$ cat config.mk
export PLATFORM = sky130hd
export DESIGN_NAME = muldiv_seq
export DESIGN_NICKNAME = d
export VERILOG_FILES = /design/src/rtl/muldiv_seq.sv
export SDC_FILE = /design/constraint.sdc
export NUM_CORES = 1
export LEC_CHECK = 0
export BUFFER_PORTS_ARGS = -buffer_cell sky130_fd_sc_hd__buf_2
export CAP_MARGIN = 20
export CORE_UTILIZATION = 55
export CTS_CLUSTER_SIZE = 12
export DETAILED_ROUTE_END_ITERATION = 12
export HOLD_SLACK_MARGIN = 0.08
export PLACE_DENSITY = 0.75
export SLEW_MARGIN = 15
export SYNTH_ARGS = -nofsm -noshare
export SYNTH_HDL_FRONTEND = slang
export SYNTH_SLANG_ARGS = --single-unit
export TNS_END_PERCENT = 100
$ cat constraint.sdc
create_clock -name clk -period 7.3 [get_ports clk]
set_clock_uncertainty 0.05 [all_clocks]
set_input_delay 1.095 -clock clk [delete_from_list [all_inputs] [get_ports clk]]
set_output_delay 1.095 -clock clk [all_outputs]
set_load 0.05 [all_outputs]
$ cat src/rtl/muldiv_seq.sv
// Iterative multiply/divide sequencer: one 33-bit add/sub step per clock, WIDTH iterations,
// with magnitude conversion before the loop and sign fix-up after it.
module muldiv_seq #(
  parameter int unsigned WIDTH = 32,
  parameter int unsigned CNT_W = 6
) (
  input  logic             clk,
  input  logic             reset,
  input  logic             start,
  input  logic [1:0]       op,
  input  logic [WIDTH-1:0] a,
  input  logic [WIDTH-1:0] b,
  output logic             busy,
  output logic             done,
  output logic             div_zero,
  output logic [WIDTH-1:0] hi,
  output logic [WIDTH-1:0] lo
);

  typedef enum logic [2:0] {S_IDLE, S_PREP, S_RUN, S_FIX, S_DONE} state_t;

  state_t             state_q, state_d;
  logic [1:0]         op_q, op_d;
  logic [WIDTH-1:0]   a_q, a_d;
  logic [WIDTH-1:0]   b_q, b_d;
  logic [WIDTH-1:0]   acc_hi_q, acc_hi_d;
  logic [WIDTH-1:0]   acc_lo_q, acc_lo_d;
  logic [CNT_W-1:0]   cnt_q, cnt_d;
  logic               neg_res_q, neg_res_d;
  logic               neg_rem_q, neg_rem_d;
  logic [WIDTH-1:0]   hi_q, hi_d;
  logic [WIDTH-1:0]   lo_q, lo_d;
  logic               div_zero_q, div_zero_d;
  logic               done_q, done_d;
  logic               busy_q, busy_d;

  logic [WIDTH-1:0]   a_mag, b_mag;
  logic [WIDTH:0]     mul_sum;
  logic [WIDTH:0]     div_sh;
  logic [WIDTH:0]     div_trial;
  logic [2*WIDTH-1:0] prod, prod_neg;

  // op[0] selects signed; magnitudes are taken from the raw latched operands in PREP
  assign a_mag     = (op_q[0] && a_q[WIDTH-1]) ? -a_q : a_q;
  assign b_mag     = (op_q[0] && b_q[WIDTH-1]) ? -b_q : b_q;
  assign mul_sum   = {1'b0, acc_hi_q} + (acc_lo_q[0] ? {1'b0, b_q} : '0);
  assign div_sh    = {acc_hi_q, acc_lo_q[WIDTH-1]};
  assign div_trial = div_sh - {1'b0, b_q};
  assign prod      = {acc_hi_q, acc_lo_q};
  assign prod_neg  = -prod;

  // Next-state and datapath update
  always_comb begin
    state_d    = state_q;
    op_d       = op_q;
    a_d        = a_q;
    b_d        = b_q;
    acc_hi_d   = acc_hi_q;
    acc_lo_d   = acc_lo_q;
    cnt_d      = cnt_q;
    neg_res_d  = neg_res_q;
    neg_rem_d  = neg_rem_q;
    hi_d       = hi_q;
    lo_d       = lo_q;
    div_zero_d = div_zero_q;
    done_d     = 1'b0;

    case (state_q)
      S_IDLE: begin
        if (start) begin
          op_d       = op;
          a_d        = a;
          b_d        = b;
          div_zero_d = 1'b0;
          state_d    = S_PREP;
        end
      end
      S_PREP: begin
        neg_res_d = op_q[0] & (a_q[WIDTH-1] ^ b_q[WIDTH-1]);
        neg_rem_d = op_q[0] & a_q[WIDTH-1];
        if (op_q[1] && (b_q == '0)) begin
          hi_d       = a_q;
          lo_d       = '1;
          div_zero_d = 1'b1;
          done_d     = 1'b1;
          state_d    = S_DONE;
        end else begin
          b_d      = b_mag;
          acc_hi_d = '0;
          acc_lo_d = a_mag;
          cnt_d    = '0;
          state_d  = S_RUN;
        end
      end
      S_RUN: begin
        cnt_d = cnt_q + CNT_W'(1);
        if (op_q[1]) begin
          // Restoring divide: acc_hi is the remainder, acc_lo shifts in quotient bits
          if (!div_trial[WIDTH]) begin
            acc_hi_d = div_trial[WIDTH-1:0];
            acc_lo_d = {acc_lo_q[WIDTH-2:0], 1'b1};
          end else begin
            acc_hi_d = div_sh[WIDTH-1:0];
            acc_lo_d = {acc_lo_q[WIDTH-2:0], 1'b0};
          end
        end else begin
          acc_hi_d = mul_sum[WIDTH:1];
          acc_lo_d = {mul_sum[0], acc_lo_q[WIDTH-1:1]};
        end
        if (cnt_q == CNT_W'(WIDTH - 1)) begin
          state_d = S_FIX;
        end
      end
      S_FIX: begin
        if (op_q[1]) begin
          lo_d = neg_res_q ? -acc_lo_q : acc_lo_q;
          hi_d = neg_rem_q ? -acc_hi_q : acc_hi_q;
        end else begin
          {hi_d, lo_d} = neg_res_q ? prod_neg : prod;
        end
        done_d  = 1'b1;
        state_d = S_DONE;
      end
      S_DONE: begin
        state_d = S_IDLE;
      end
      default: begin
        state_d = S_IDLE;
      end
    endcase

    busy_d = (state_d == S_PREP) || (state_d == S_RUN) || (state_d == S_FIX);
  end

  always_ff @(posedge clk or negedge reset) begin
    if (!reset) begin
      state_q    <= S_IDLE;
      op_q       <= '0;
      a_q        <= '0;
      b_q        <= '0;
      acc_hi_q   <= '0;
      acc_lo_q   <= '0;
      cnt_q      <= '0;
      neg_res_q  <= 1'b0;
      neg_rem_q  <= 1'b0;
      hi_q       <= '0;
      lo_q       <= '0;
      div_zero_q <= 1'b0;
      done_q     <= 1'b0;
      busy_q     <= 1'b0;
    end else begin
      state_q    <= state_d;
      op_q       <= op_d;
      a_q        <= a_d;
      b_q        <= b_d;
      acc_hi_q   <= acc_hi_d;
      acc_lo_q   <= acc_lo_d;
      cnt_q      <= cnt_d;
      neg_res_q  <= neg_res_d;
      neg_rem_q  <= neg_rem_d;
      hi_q       <= hi_d;
      lo_q       <= lo_d;
      div_zero_q <= div_zero_d;
      done_q     <= done_d;
      busy_q     <= busy_d;
    end
  end

  assign busy     = busy_q;
  assign done     = done_q;
  assign div_zero = div_zero_q;
  assign hi       = hi_q;
  assign lo       = lo_q;

endmodule

==> results of run 1 <==
==> power by group <==
| part | switching (mW) | internal (mW) |
|---|---|---|
| registers | 0.882 | 1.69 |
| logic | 4.05 | 2.22 |
| clock network | 0.524 | 0.856 |
==> layout by cell type, fill, tap and decap left out, drive strengths merged, types with 22 or more instances in the layout <==
| cell | count |
|---|---|
| o21ai | 167 |
| nand2b | 22 |
| o211ai | 41 |
| nor2 | 169 |
| nor3 | 55 |
| clkbuf | 31 |
| o22ai | 47 |
| nand3 | 42 |
| buf | 153 |
| mux2 | 29 |
| o31ai | 22 |
| a31oi | 31 |
| o22a | 25 |
| xor2 | 69 |
| a22oi | 32 |
| ha | 69 |
| nand2 | 179 |
| dfrtp | 208 |
| a21oi | 177 |
| a21o | 26 |
| mux2i | 44 |
| inv | 63 |
| xnor2 | 72 |
==> final timing paths <==
check	start	to
setup / recovery	b_q[1]	hi[17]
hold / removal	cnt_q[5]	cnt_q[5]
setup reg to reg	b_q[1]	hi[17]
hold reg to reg	cnt_q[5]	cnt_q[5]
max in group asynchronous	reset	lo[26]
min in group asynchronous	reset	a_q[11]
==> flip-flops by register name, summed over array words and instances, names as in the netlist <==
| signal | count |
|---|---|
| acc_hi_q | 32 |
| cnt_q | 6 |
| busy | 1 |
| op_q | 2 |
| div_zero | 1 |
| b_q | 32 |
| lo | 32 |
| state_q | 3 |
| done | 1 |
| a_q | 32 |
| acc_lo_q | 32 |
| neg_rem_q | 1 |
| neg_res_q | 1 |
| hi | 32 |
==> cells by family (layout without fill, tap and decap cells) <==
family / count (synthesis) / after routing / share of synthesized area, %
simple gates: 600 / 600 / 17.86
fa+ha+maj: 71 / 71 / 5.653
flops: 208 / 208 / 32.57
buf+inv: 190 / 257 / 4.980
mux: 73 / 73 / 4.800
compound gates: 668 / 668 / 26.40
xor+xnor: 141 / 141 / 7.728
==> layer usage <==
layer  routed length, um  vias to the layer above  share of wire, %  global-route usage [%]
met5                   0                        -                 0                       0
met4                4319                        0               8.1                   26.28
met3                3920                      185               7.3                   5.241
met2               24780                      728                46                   60.17
met1               20580                     7559                38                   43.91
li1                    -                     7268                 -                       -
==> worst reg2reg max path, delay by kind of cell, from the launching register on <==
| family | cells | cell delay [ps] |
|---|---|---|
| buffers and inverters | 1 | 130 |
| adder cells (fa/ha/maj) | 1 | 220 |
| AO/OA/AOI/OAI | 3 | 340 |
| flip-flops | 1 | 440 |
| AND/OR/NAND/NOR | 6 | 3290 |
==> final cells by class <==
cell class / count / area, um2 / area share [%]
Tap cell: 384 / 480.5 / 2.718
Multi-Input combinational cell: 1553 / 10040 / 56.77
Sequential cell: 208 / 5206 / 29.45
Timing Repair Buffer: 153 / 820.8 / 4.643
Clock buffer: 31 / 698.2 / 3.949
Inverter: 61 / 229.0 / 1.295
Clock inverter: 12 / 207.7 / 1.175
==> impl_results.md, run 1 <==
- Status: finished, final reports clean
- Clock buffer depth: 3
- Reg2reg path depth: 11
- Maxcap violations: 0
- Rows: between 60 and 70
- Leakage: between 7 and 8 nW
- First-pass GRT wire length: 83510 um
- Worst path max stage delay: 960 ps
- Vias in the first global route: 15010
- Final setup margin: 2730 ps
- Max_slew headroom: 26.66%
- Port bufs: roughly 140
- Largest net degree at the start of global routing: just over 90
- Post-synthesis cell type count: 74
- Most frequent cell after synthesis: dfrtp_1
- Synth top cells by count: 208 x dfrtp_1, 179 x nand2_1, 177 x a21oi_1, 168 x nor2_1, 167 x o21ai_0
- Die Span Y: 172.5 um
- Total setup buffers inserted after CTS: 0
- Final Max Tran Viols: 0
- Detailed Route WL: 53600 um
- Worst Setup End Kind: flop
- Starting density of the core: 55.82%
- H-tree level count: 1
- ANT nets after route: 0
- Die Width: 172.5 um
- Buf/Inv on CP: 1
- Dpl ws: approximately 2800 ps
- Layout cell share with drive strength beyond 1: 12.98%
- Diode count: 0
- Fin nets: 2142
- GPL Wtd Cong: 0.9686
- Yosys warnings: 0
- Post-synth EDFFs: 0
- CTS clk-pin slew, worst paths: 60 ps
- Total Routing Usage GR: roughly 37%
- Clk Latency, worst-skew pair: about 560 ps
- Crit Path Class: flop to flop
- I/O pin count: 136
- Area share of the largest cell type after synthesis: 32.57%
- Clock root buffer: clkbuf_16
- Critical path fanouts, max: 16
- Min-delay worst type: flop to flop
- Residual DRC: 0
- Setup TNS: 0 ps
- Final Hold Fails: 0
- Pwr dens: between 500 and 600 mW/mm2
- Number of buffers created by CTS: 25
- Vias per Instance: 6.553
- Maximum VDD drop: 264.9 uV
- Critical Path AT: 4980 ps
- Fraction of registers with async set/reset: 100.0%
- Most common cell on crit path: nor2_1
- Crit start category: flop
- Tightest Pin Transition: around 1100 ps
- Flop2flop setup slack: 2730 ps
- Sequential area share after synthesis: approximately 33%
- Final Cell Area: 0.01768 mm2
- Overflow after GRT: 0
- Final setup vio count: 0
- Post-synth top area cell: dfrtp_1
- Crit-path leading delay family: simple AND/OR/NAND/NOR gates
- DR vias: 15740
- CTS tree: done
- Dpl cells: 2359
- Fmax: about 0.22 GHz
- Yosys reg bits: 208
- DR pass1 iterations: 6
- Power Total: around 10 mW
- Non-Filler Instances: about 2400
- Synthesized area: 0.01598 mm2
- Hold path cells: 1
- CP Depth: 11
- # hold bufs at CTS: 0
- Main synth FF type: dfrtp_1
- Final Cycle Share: a little over three fifths
- Post-DP HPWL: 39790 um
- Number of DRC markers in iteration 0: between 1500 and 2000
- Syn avg cell area: 8.190 um2
- Final worst path period need: 4570 ps
- RSZ-0062 raised after global routing: false
- Mapped Cells: 1951
- Post_cts resized: 0
- Hold_ws: 442.5 ps
- Initial antenna violation count: 0
- Instance area at placement: 0.01677 mm2
- Core Util, Final: 61.76%
- Avg WL per Cell: roughly 22 um
- Cell Chain, Critical Path: inv_1 > ha_1 > or3b_2 > or4_1 > nor3_2 > nand3_1 > nor2_1 > a22oi_1 > nor2_1 > a21oi_1 > o21ai_0
- Total die area: between 0.02 and 0.03 mm2
- Top cells by area in the synthesized netlist: dfrtp_1 33%, a21oi_1 5.5%, ha_1 5.4%
- Fillers: 2495
- Clock Sinks: 208
- Mapped Nets: 2091
- Data required, critical path: 7710 ps
- Core Region: ~0.029 mm2
- CP max stage cell: nor2_1
- Area Overhead vs Synth: 10.64%
No activity file was read; power rests on OpenSTA's default activity.
==> inputs of run 2 (changes only) <==
Settings changed: PLACE_DENSITY 0.75 to 0.78.
Clock period 7.3 ns to 4.19 ns, I/O delays scaled along.
==> run 2 against run 1 <==
- fmax increased by 18%
- die area unchanged
- critical endpoint is now lo[3]
- clock power rose by 49%
- critical path type unchanged
- total power rose by 73%
- register-to-register slack got worse by 2400 ps
- hold slack got worse by 310 ps
- final cell count rose by 1.5%
- routed wire length rose by 4.3%
- count of clock-buffer cells in the layout grew 7
==> impl_results.md, run 2 (same netlist as run 1, synthesis figures left out) <==
- CP max stage cell: or4_1
- GPL Wtd Cong: 0.9985
- Leakage: 7.618 nW
- Most frequent cells in the layout: 207 x dfrtp_1, 178 x nand2_1, 177 x a21oi_1, 167 x o21ai_0, 166 x nor2_1
- Residual DRC: 0
- Most common cell on crit path: nor2_1
- Max_slew headroom: 26.00%
- Final Cycle Share: 92.68%
- Crit start category: flop
- Rows: 62
- Power share of the clock group: 11.6%
- Number of DRC markers in iteration 0: 1454
- Dpl cells: 2396
- Port bufs: 135
- Total setup buffers inserted after CTS: 0
- Vias in the first global route: ~15000
- Critical path fanouts, max: 27
- # hold bufs at CTS: 0
- Final Hold Fails: 0
- Clk Latency, worst-skew pair: 550 ps
- Die Width: about 170 um
- Starting density of the core: 55.82%
- Clock root buffer: clkbuf_16
- Vias per Instance: roughly 6.6
- Detailed Route WL: 55900 um
- Post-DP HPWL: 41690 um
- Sequential Power Share: 24.9%
- Dpl ws: 419.5 ps
- Initial antenna violation count: 0
- Cell Chain, Critical Path: inv_1 > ha_1 > or3b_2 > or4_1 > nor3_2 > and3_1 > nor2_1 > nor2_2 > buf_4 > nor2_1 > a21oi_1
- Final worst path period need: 3883 ps
- Core Region: 0.02863 mm2
- CTS clk-pin slew, worst paths: approximately 70 ps
- Maxcap violations: 0
- Pwr dens: 992.5 mW/mm2
- Setup TNS: 0 ps
- Most common cell after layout, fill and taps aside: dfrtp_1
- Overflow after GRT: 0
- Post_cts resized: 0
- Critical Path AT: 4280 ps
- Clock buffer depth: 3
- Fmax: between 0.2 and 0.3 GHz
- DR vias: approximately 16000
- RSZ-0062 raised after global routing: false
- Crit Path Class: flop to flop
- Clock Sinks: between 200 and 250
- Total die area: 0.02974 mm2
- Crit-path leading delay family: simple AND/OR/NAND/NOR gates
- First-pass GRT wire length: between 80000 and 90000 um
- Worst path max stage delay: between 500 and 600 ps
- Layout cell share with drive strength beyond 1: around 14%
- Total Routing Usage GR: 38.27%
- Power Total: 17.72 mW
- DR pass1 iterations: 6
- Switching power: 9.563 mW
- H-tree level count: 1
- Maximum VDD drop: 601.1 uV
- Area Overhead vs Synth: 11.73%
- Die Span Y: ~170 um
- CTS tree: done
- Largest net degree at the start of global routing: roughly 120
- Number of buffers created by CTS: 24
- Int Pwr: 8.157 mW
- Final Max Tran Viols: 0
- Fin nets: 2179
- Non-Filler Instances: between 2000 and 2500
- I/O pin count: around 140
- Final setup margin: 306.6 ps
- ANT nets after route: 0
- Status: finished, final reports clean
- Data required, critical path: 4590 ps
- Avg WL per Cell: 22.92 um
- Final setup vio count: 0
- Buf/Inv on CP: 2
- Combinational power share: a little under two thirds
- Min-delay worst type: input port to async pin
- Tightest Pin Transition: between 1000 and 1500 ps
- Worst Setup End Kind: flop
- Switching power share of the total: 53.97%
-- run 2: worst reg2reg max path, delay by kind of cell (launching register included) --
family	cells	cell delay [ps]
buffers and inverters	2	520
flip-flops	1	440
AND/OR/NAND/NOR	7	2370
AO/OA/AOI/OAI	1	160
adder cells (fa/ha/maj)	1	240
-- run 2: worst paths after layout --
path / from / to / slack, ps / depth (start not counted)
max: b_q[0] / lo[3] / 310 / 11
min: reset / a_q[9] / 130 / 1
max reg2reg: b_q[0] / lo[3] / 310 / 11
min reg2reg: cnt_q[5] / cnt_q[5] / 440 / 1
max in group asynchronous: reset / lo[7] / 3070 / 2
min in group clk: a[4] / a_q[4] / 250 / 3
-- run 2: power by group through the flow --
stage / Clock [mW] / Sequential [mW] / Combinational [mW]
global route: 2.15 / 4.53 / 12.2
CTS: 2.07 / 4.36 / 11.0
detailed placement: 0 / 4.38 / 11.0
finish: 2.05 / 4.41 / 11.3
floorplan: 0 / 4.77 / 7.28
global placement: 0 / 4.34 / 10.8
-- run 2: stage by stage --
stage	hold slack, ps	instance area, um2	utilization [%]
floorplan	282.9	15980	-
global placement	412.7	17070	59.65
detailed placement	428.1	17070	59.65
CTS	170.3	17820	62.27
global route	209.8	17850	62.36
finish	130.1	17850	62.37
-- run 2: final cells by class --
| cell class | instances | area, um2 |
|---|---|---|
| diodes | 1 | 2.502 |
| clock buffers | 38 | 723.2 |
| clock inverters | 3 | 26.28 |
| fillers | 2519 | 10770 |
| inverters | 61 | 229.0 |
| multi-input cells | 1553 | 10030 |
| flip-flops and latches | 208 | 5206 |
| well taps | 384 | 480.5 |
| repair buffers | 191 | 1151 |
-- run 2: per-layer routing --
layer / wire [um] / GRT usage [%] / up-vias
met3: 4104 / 6.500 / 217
met4: 4599 / 28.74 / 0
met5: 0 / 0 / -
li1: - / - / 7362
met2: 26260 / 63.69 / 752
met1: 20930 / 44.17 / 7684
==> inputs of run 3 (changes only) <==
Settings changed: CTS_BUF_LIST from default to sky130_fd_sc_hd__clkbuf_2 sky130_fd_sc_hd__clkbuf_4 sky130_fd_sc_hd__clkbuf_8.
==> run 3 against run 2 <==
- sequential power hardly changed
- die area stayed put
- combinational power hardly changed
- first-iteration DRC count is 12% higher
- register-to-register slack better by 40 ps
- core utilization is 0.62 points higher
- routed wire length is 0.16% higher
- critical path depth stayed put
- final cell count is 1.2% higher
- fmax is 0.92% higher
- cell area is 1.0% higher
- count of clock-buffer cells in the layout is 20 higher
- critical path type unchanged
==> impl_results.md, run 3 (same netlist as run 1, synthesis figures left out) <==
- Vias per Instance: ~6.5
- Buf/Inv on CP: 2
- Crit-path leading delay family: simple AND/OR/NAND/NOR gates
- H-tree level count: 2
- Largest net degree at the start of global routing: ~120
- Power share of the clock group: 13.0%
- CTS tree: done
- Avg WL per Cell: around 23 um
- Clock Sinks: 208
- Most common cell on crit path: nor2_1
- Number of DRC markers in iteration 0: 1627
- Setup TNS: 0 ps
- Starting density of the core: a little under three fifths
- Port bufs: around 140
- Pwr dens: 997.6 mW/mm2
- Overflow after GRT: 0
- Post-DP HPWL: between 40000 and 50000 um
- DR vias: 16130
- Final worst path period need: a little under 4000 ps
- Sequential Power Share: 24.5%
- Tightest Pin Transition: 1108 ps
- # hold bufs at CTS: 0
- Critical path fanouts, max: 27
- Switching power: 9.635 mW
- Int Pwr: 8.353 mW
- Status: finished, final reports clean
- Fin nets: 2194
- Switching power share of the total: roughly 54%
- Worst path max stage delay: 570 ps
- Maxcap violations: 0
- Crit start category: flop
- Rows: 62
- Fmax: 0.2599 GHz
- Data required, critical path: ~4600 ps
- Maximum VDD drop: 508.9 uV
- Final Hold Fails: 0
- Fillers: 2510
- Min-delay worst type: input port to async pin
- Total setup buffers inserted after CTS: 0
- Final setup margin: 341.8 ps
- Die Span Y: roughly 170 um
- Detailed Route WL: about 56000 um
- RSZ-0062 raised after global routing: false
- Initial antenna violation count: 0
- Cell Chain, Critical Path: inv_1 > ha_1 > or3b_2 > or4_1 > nor3_2 > and3_1 > nor2_1 > nor2_2 > buf_4 > nor2_1 > a21oi_1
- Dpl ws: ~420 ps
- Final setup vio count: 0
- Crit Path Class: flop to flop
- Combinational power share: 62.5%
- Core Region: 0.02863 mm2
- Vias in the first global route: 15660
- Clock root buffer: clkbuf_8
- Critical Path AT: 4270 ps
- Number of buffers created by CTS: 39
- Post_cts resized: 0
- Leakage: around 7.7 nW
- Worst Setup End Kind: flop
- Most frequent cells in the layout: 207 x dfrtp_1, 178 x nand2_1, 177 x a21oi_1, 167 x o21ai_0, 166 x nor2_1
- I/O pin count: 136
- Die Width: 172.5 um
- Power Total: 17.99 mW
- Residual DRC: 0
- CTS clk-pin slew, worst paths: 70 ps
- Final Max Tran Viols: 0
- GPL Wtd Cong: 0.9985
- Total die area: 0.02974 mm2
- Clock buffer depth: 3
- Most common cell after layout, fill and taps aside: dfrtp_1
- ANT nets after route: 0
- Clk Latency, worst-skew pair: 580 ps
- CP max stage cell: or4_1
- DR pass1 iterations: 5
- Final Cycle Share: 91.84%
- Layout cell share with drive strength beyond 1: 15.74%
- Total Routing Usage GR: 38.33%
- Area Overhead vs Synth: 12.85%
- Max_slew headroom: around a quarter
- First-pass GRT wire length: 87020 um
run 3: changes by cell type in the layout (fill, tap and decap cells not counted):
cell,delta
clkbuf_8,+46
clkbuf_16,-24
clkbuf_1,-7
clkbuf_4,+5
clkinv_2,+4
bufinv_16,+3
clkinv_4,+1
clkinvlp_4,+1
inv_6,+1
run 3: stage by stage:
stage | hold slack, ps | cell area, um2 | utilization, % | std cells
floorplan | 282.9 | 15980 | - | 1951
global placement | 412.7 | 17070 | 59.65 | 2396
detailed placement | 428.1 | 17070 | 59.65 | 2396
CTS | 130.0 | 18000 | 62.89 | 2467
global route | 186.3 | 18030 | 62.99 | 2468
finish | 102.3 | 18030 | 63.00 | 2469
run 3: worst paths after layout:
kind | start | to | slack [ps] | cells after the start
worst max register to register | b_q[0] | lo[18] | 340 | 11
worst max-delay path | b_q[0] | lo[18] | 340 | 11
min in group clk | a[4] | a_q[4] | 220 | 3
worst min register to register | cnt_q[5] | cnt_q[5] | 450 | 1
worst min-delay path | reset | a_q[9] | 100 | 1
max in group asynchronous | reset | lo[19] | 3080 | 2
run 3: layout make-up:
class	count	area (um2)	area share, %
Clock inverter	13	161.4	0.8951
Timing Repair Buffer	191	1151	6.384
Clock buffer	58	767.0	4.253
Antenna cell	1	2.502	0.01388
Multi-Input combinational cell	1553	10030	55.65
Tap cell	384	480.5	2.664
Sequential cell	208	5206	28.87
Inverter	61	229.0	1.270
run 3: power by group through the flow:
stage               Clock (mW)  Combinational (mW)  Sequential [mW]
finish                    2.34                11.2             4.41
global placement             0                10.8             4.34
floorplan                    0                7.28             4.77
global route              2.46                12.2             4.52
detailed placement           0                11.0             4.38
CTS                       2.36                11.0             4.35
run 3: metal layers:
metal / GRT usage, % / share of wire (%) / up-vias / wire length [um]
li1: - / - / 7399 / -
met1: 43.94 / 37 / 7697 / 20990
met2: 64.13 / 47 / 805 / 26350
met3: 6.867 / 7.8 / 226 / 4343
met4: 28.20 / 7.7 / 0 / 4296
met5: 0 / 0 / - / 0
